--- src/rtl/tlc_pkg.sv ---
// rtl/tlc_pkg.sv - shared lamp encodings, state and group types for the phase scheduler (TLC_PED_EN adds WALK)
package tlc_pkg;

    localparam logic [1:0] LIGHT_GREEN  = 2'd0;
    localparam logic [1:0] LIGHT_YELLOW = 2'd1;
    localparam logic [1:0] LIGHT_RED    = 2'd2;

    typedef enum logic [1:0] {
        S_GREEN  = 2'd0,
        S_YELLOW = 2'd1,
        S_ALLRED = 2'd2
`ifdef TLC_PED_EN
        ,
        S_WALK   = 2'd3
`endif
    } tlc_state_t;

    typedef logic [1:0] group_t;

    localparam group_t GRP0 = 2'd0;
    localparam group_t GRP1 = 2'd1;
    localparam group_t GRP2 = 2'd2;

endpackage

--- src/rtl/tlc_down_timer.sv ---
// rtl/tlc_down_timer.sv - loadable down-counter that parks at zero and flags it
module tlc_down_timer #(
    parameter int CNT_W = 8
) (
    input  logic             clk,
    input  logic             load,
    input  logic [CNT_W-1:0] load_val,
    output logic             zero
);

    logic [CNT_W-1:0] count;

    always_ff @(posedge clk) begin
        if (load) begin
            count <= load_val;
        end else if (count != '0) begin
            count <= count - 1'b1;
        end
    end

    assign zero = (count == '0);

endmodule

--- src/rtl/tlc_phase_scheduler.sv ---
// rtl/tlc_phase_scheduler.sv - three-group junction phase sequencer; TLC_PED_EN adds a pedestrian WALK phase
module tlc_phase_scheduler
    import tlc_pkg::*;
#(
    parameter int CNT_W   = 8,
    parameter int G_LONG  = 32,
    parameter int G_SHORT = 16,
    parameter int G_MIN   = 8,
    parameter int Y_T     = 4,
    parameter int AR_T    = 4
`ifdef TLC_PED_EN
    ,
    parameter int WALK_T  = 12
`endif
) (
    input  logic       clk,
    input  logic       reset,
    input  logic       peak,
    input  logic [2:0] req,
`ifdef TLC_PED_EN
    input  logic       ped_req,
    output logic       ped_walk,
`endif
    output logic [1:0] light0,
    output logic [1:0] light1,
    output logic [1:0] light2,
    output logic [1:0] phase_id,
    output logic       phase_done
);

    localparam logic [CNT_W-1:0] GL_M1 = CNT_W'(G_LONG - 1);
    localparam logic [CNT_W-1:0] GS_M1 = CNT_W'(G_SHORT - 1);
    localparam logic [CNT_W-1:0] GM_M1 = CNT_W'(G_MIN - 1);
    localparam logic [CNT_W-1:0] Y_M1  = CNT_W'(Y_T - 1);
    localparam logic [CNT_W-1:0] AR_M1 = CNT_W'(AR_T - 1);
`ifdef TLC_PED_EN
    localparam logic [CNT_W-1:0] W_M1  = CNT_W'(WALK_T - 1);
`endif

    tlc_state_t       state, state_nx;
    group_t           phase_nx, next_grp;
    logic [2:1]       pend, pend_clr;
    logic             enter_green;
    logic             tmr_load, tmr_zero;
    logic [CNT_W-1:0] tmr_val;
    logic [2:0]       elig;
`ifdef TLC_PED_EN
    logic             ped_pend, walk_enter;
`endif

    function automatic logic [CNT_W-1:0] green_m1(group_t g, logic pk);
        if (g == GRP2) return pk ? GS_M1 : GM_M1;
        return pk ? GL_M1 : GS_M1;
    endfunction

    function automatic group_t grp_inc(group_t g);
        return (g == GRP2) ? GRP0 : g + 2'd1;
    endfunction

    function automatic logic [1:0] lamp(tlc_state_t st, group_t cur, group_t g);
        logic [1:0] l;
        l = LIGHT_RED;
        if (cur == g) begin
            case (st)
                S_GREEN:  l = LIGHT_GREEN;
                S_YELLOW: l = LIGHT_YELLOW;
                default:  l = LIGHT_RED;
            endcase
        end
        return l;
    endfunction

    // Round-robin search after the current owner; group 0 always qualifies so two steps suffice.
    always_comb begin
        elig     = {peak | pend[2], peak | pend[1], 1'b1};
        next_grp = phase_id;
        if (elig[grp_inc(phase_id)]) begin
            next_grp = grp_inc(phase_id);
        end else if (elig[grp_inc(grp_inc(phase_id))]) begin
            next_grp = grp_inc(grp_inc(phase_id));
        end
    end

    always_comb begin
        state_nx    = state;
        phase_nx    = phase_id;
        tmr_load    = 1'b0;
        tmr_val     = '0;
        enter_green = 1'b0;
`ifdef TLC_PED_EN
        walk_enter  = 1'b0;
`endif
        if (tmr_zero) begin
            case (state)
                S_GREEN: begin
                    tmr_load = 1'b1;
                    if (phase_id == GRP0 && !peak && pend == 2'b00) begin
                        tmr_val = green_m1(GRP0, peak);
                    end else begin
                        state_nx = S_YELLOW;
                        tmr_val  = Y_M1;
                    end
                end
                S_YELLOW: begin
                    state_nx = S_ALLRED;
                    tmr_load = 1'b1;
                    tmr_val  = AR_M1;
                end
                default: begin
                    tmr_load = 1'b1;
`ifdef TLC_PED_EN
                    if (state == S_ALLRED && ped_pend) begin
                        state_nx   = S_WALK;
                        tmr_val    = W_M1;
                        walk_enter = 1'b1;
                    end else
`endif
                    begin
                        state_nx    = S_GREEN;
                        phase_nx    = next_grp;
                        tmr_val     = green_m1(next_grp, peak);
                        enter_green = 1'b1;
                    end
                end
            endcase
        end
        if (reset) begin
            tmr_load = 1'b1;
            tmr_val  = green_m1(GRP0, peak);
        end
        pend_clr = enter_green ? {phase_nx == GRP2, phase_nx == GRP1} : 2'b00;
    end

    tlc_down_timer #(.CNT_W(CNT_W)) u_timer (
        .clk      (clk),
        .load     (tmr_load),
        .load_val (tmr_val),
        .zero     (tmr_zero)
    );

    // Lamps are computed from the next state so they switch on the same edge as the FSM.
    always_ff @(posedge clk) begin
        if (reset) begin
            state      <= S_GREEN;
            phase_id   <= GRP0;
            pend       <= 2'b00;
            phase_done <= 1'b0;
            light0     <= LIGHT_GREEN;
            light1     <= LIGHT_RED;
            light2     <= LIGHT_RED;
        end else begin
            state      <= state_nx;
            phase_id   <= phase_nx;
            pend       <= req[2:1] | (pend & ~pend_clr);
            phase_done <= enter_green;
            light0     <= lamp(state_nx, phase_nx, GRP0);
            light1     <= lamp(state_nx, phase_nx, GRP1);
            light2     <= lamp(state_nx, phase_nx, GRP2);
        end
    end

`ifdef TLC_PED_EN
    always_ff @(posedge clk) begin
        if (reset) begin
            ped_pend <= 1'b0;
            ped_walk <= 1'b0;
        end else begin
            ped_pend <= ped_req | (ped_pend & ~walk_enter);
            ped_walk <= (state_nx == S_WALK);
        end
    end
`endif

endmodule

--- config.mk ---
export PLATFORM = sky130hd
export DESIGN_NAME = tlc_phase_scheduler
export DESIGN_NICKNAME = d
export VERILOG_FILES = /design/src/rtl/tlc_pkg.sv /design/src/rtl/tlc_down_timer.sv /design/src/rtl/tlc_phase_scheduler.sv
export SDC_FILE = /design/constraint.sdc
export NUM_CORES = 1
export LEC_CHECK = 0
export ABC_AREA = 1
export CAP_MARGIN = 10
export CELL_PAD_IN_SITES_DETAIL_PLACEMENT = 0
export CELL_PAD_IN_SITES_GLOBAL_PLACEMENT = 2
export CORE_ASPECT_RATIO = 1.2
export CORE_MARGIN = 1
export CORE_UTILIZATION = 31
export DETAILED_ROUTE_END_ITERATION = 10
export PLACE_DENSITY = 0.74
export SYNTH_ARGS = -nofsm -noshare
export SYNTH_HDL_FRONTEND = slang
export SYNTH_HIERARCHICAL = 1
export SYNTH_SLANG_ARGS = --single-unit
--- constraint.sdc ---
create_clock -name clk -period 2.6 [get_ports clk]
set_clock_uncertainty 0.2 [all_clocks]
set_input_delay 0.78 -clock clk [delete_from_list [all_inputs] [get_ports clk]]
set_output_delay 0.78 -clock clk [all_outputs]
set_load 0.01 [all_outputs]
==> flow_metrics.py <==
metrics = {
    "status": {
        "status": "completed",
    },
    "setup_path": {
        "path_cells": "inv_1 -> ha_1 -> inv_1 -> nor2_2 -> nand3_2 -> nor2_2 -> buf_4 -> nand2_4 -> inv_2 -> nand2_1 -> a21oi_1 -> nor2_1 -> a21oi_1",
        "cpLargestDelayFamily": "simple AND/OR/NAND/NOR gates",
        "worstSetupPathType": "flop to flop",
        "cp.required_ps": 2530,
        "worst_r2r_path_depth": 13,
        "rr_endpoint": "u_timer/count[4]",
        "cp-start-kind": "flop",
        "end_kind": "flop",
        "r2r_start": "u_timer/count[0]",
        "r2r_slack_ps": 340,
        "max_stage_delay_ps": 440,
        "crit_fanout": 9,
        "crit_slowest_cell": "edfxtp_1",
        "crit_buf_inv": 4,
        "arrival_ps": 2180,
        "crit_cells": 13,
    },
    "clock_network": {
        "clock-sinks": 21,
        "clk_pin_slew_ps": 80,
        "post_cts_buffers": 0,
        "h-tree-depth": 1,
        "hold_buffers": 0,
        "cts_buffers": 3,
        "cts-resized-gates": 0,
        "clock_latency_ps": 270,
        "cts_tree": "built",
        "root_buffer": "clkbuf_8",
        "cts_buffer_depth": 2,
    },
    "synthesis": {
        "ys.flop_type": "dfxtp_1",
        "synth-edff-count": 8,
        "ys_seq_elements": 21,
        "syn_area_um2": 1080,
        "synth_top_area_cell": "dfxtp_1",
        "synthTopCellsByArea": "dfxtp_1 (24%), edfxtp_1 (22%), nand2_1 (9.8%), inv_1 (5.9%), nor2_1 (5.6%)",
        "async_reset_ff_share_pct": 0,
        "syn_avg_cell_area_um2": 7.92,
        "ys_top_cells_by_count": "nand2_1 (28), inv_1 (17), nor2_1 (16)",
        "synth_cell_types": 27,
        "synth_most_common_cell": "nand2_1",
        "synth_top_area_share_pct": 24.2,
        "yosysSeqAreaShare_pct": 46.5,
        "synthCells": 136,
        "yosys_warnings": 6,
    },
    "min_path": {
        "min_path_type": "flop to flop",
        "holdPathEnd": "pend[1]",
        "worstHoldPathCells": 2,
        "holdCritStartpoint": "pend[1]",
    },
    "detailed_routing": {
        "drtIter0Drc": 21,
        "drc": 0,
        "wire_per_inst_um": 11.3,
        "drt-total-wl_um": 2220,
        "firstDrtPassIters": 4,
        "vias": 894,
        "detail-route-antenna-nets": 0,
        "via_per_inst": 4.56,
    },
    "pwr": {
        "power_density_nw_per_um2": 521,
        "peakVddDrop_v": 0.000299,
        "leakage_uw": 0.000613,
    },
    "placement": {
        "dpl_cell_area_um2": 1290,
        "post-dp-hpwl_um": 1810,
        "portBuffers": 13,
        "post-place-ws_ps": 148,
        "gp_congestion": 0.843,
    },
    "grt": {
        "grt_usage_pct": 13.6,
        "grt_overflow_total": 0,
        "grt_antenna_before_repair": 0,
        "grt_start_max_net_pins": 13,
        "grt_pass1_vias": 866,
        "grt_pass1_wl_um": 3770,
    },
    "timing": {
        "finalHoldViolCount": 0,
        "max_freq_mhz": 443,
        "setup_violations": 0,
        "worst_slack_ps": 345,
        "fin_tns_setup_ps": 0,
        "min_period_ps": 2260,
        "rsz0062_at_grt": "false",
        "post-route-period-util_pct": 86.7,
        "final-max-slew-violation-count": 0,
    },
    "final_layout": {
        "antenna_cells": 0,
        "synthToLayoutAreaGrowth_pct": 24.0,
        "layout-drive-gt1-share_pct": 18.9,
        "final_cell_area_um2": 1340,
        "num-nets-final": 167,
    },
    "die": {
        "rows": 23,
        "die-area_um2": 3720,
        "coreArea_um2": 3340,
        "ios": 15,
        "die_w_um": 55.8,
        "initial_core_util_pct": 32.3,
        "die_height_um": 66.6,
    },
    "run": {
        "cap_violations": 0,
    },
}
==> worst max path at each step <==
stage                startpoint  slack [ps]                to
4_1_cts        u_timer/count[0]         300  u_timer/count[4]
5_1_grt        u_timer/count[0]         160  u_timer/count[4]
6_report       u_timer/count[0]         340  u_timer/count[4]
2_1_floorplan  u_timer/count[0]         390  u_timer/count[0]
3_3_place_gp               peak         150  u_timer/count[3]
3_5_place_dp               peak         150  u_timer/count[3]
==> metrics by stage <==
step | power [µW] | std cells | utilization (%) | hold WS [ps]
after floorplan | 453 | 138 | - | 273
after global placement | 482 | 192 | 38.6 | 306
after CTS | 701 | 196 | 40.0 | 330
after global routing | 734 | 196 | 40.0 | 364
final | 696 | 196 | 40.0 | 328
after detailed placement | 484 | 192 | 38.6 | 310
==> area by class of cell <==
| type | instances | area (µm²) |
|---|---|---|
| inverters | 19 | 71.3 |
| fillers | 342 | 2000 |
| clock inverters | 1 | 5.00 |
| flip-flops and latches | 21 | 500 |
| well taps | 37 | 46.3 |
| multi-input cells | 96 | 497 |
| clock buffers | 3 | 41.3 |
| repair buffers | 19 | 175 |
==> where the power goes <==
| part | internal [µW] | switching (µW) |
|---|---|---|
| Sequential | 364 | 17.1 |
| Combinational | 37.9 | 55.7 |
| Clock | 107 | 114 |
| Total | 509 | 187 |
==> cells in the final DEF (no fill, tap or decap), drive strengths merged <==
cell           count
dfxtp             13
or2                2
ha                 1
a31oi              2
a21oi              7
a21boi             1
nor2              24
edfxtp             8
conb               3
clkinv             1
clkbuf             3
nand3             11
inv               19
o21ai              7
xor2               1
nand4              3
buf                6
nand2             34
clkdlybuf4s50     13
==> worst register-to-register path, stage by stage (launching register included) <==
cell and delay [ps]:
edfxtp_1 440, inv_1 110, ha_1 150, inv_1 50
nor2_2 120, nand3_2 100, nor2_2 200, buf_4 180
nand2_4 100, inv_2 80, nand2_1 70, a21oi_1 150
nor2_1 70, a21oi_1 110
==> registers in the layout, indices dropped and copies added (netlist names) <==
signal	cells
light0	2
light1	2
light2	2
pend	2
phase_done	1
phase_id	2
state	2
u_timer/count	8
==> routing by layer <==
metal,global-route usage (%),vias to the layer above,part of all wire [%]
met5,0,-,0
met3,2.33,5,2.7
met2,25.5,21,54
li1,-,476,-
met4,7.62,0,2.5
met1,14.4,392,41
==> cells by family (layout without fill, tap and decap cells) <==
kind of cell,Yosys count,count (layout),synth area share [%]
AOI/OAI and AO/OA,17,17,9.76
xor gates and xnor gates,1,1,0.813
adders and majority gates,1,1,1.16
buffers and inverters,21,42,8.13
DFF,21,21,46.5
other,1,3,0.348
and+or+nand+nor,74,74,33.3
Note: power is estimated with default switching activity, not from simulation.
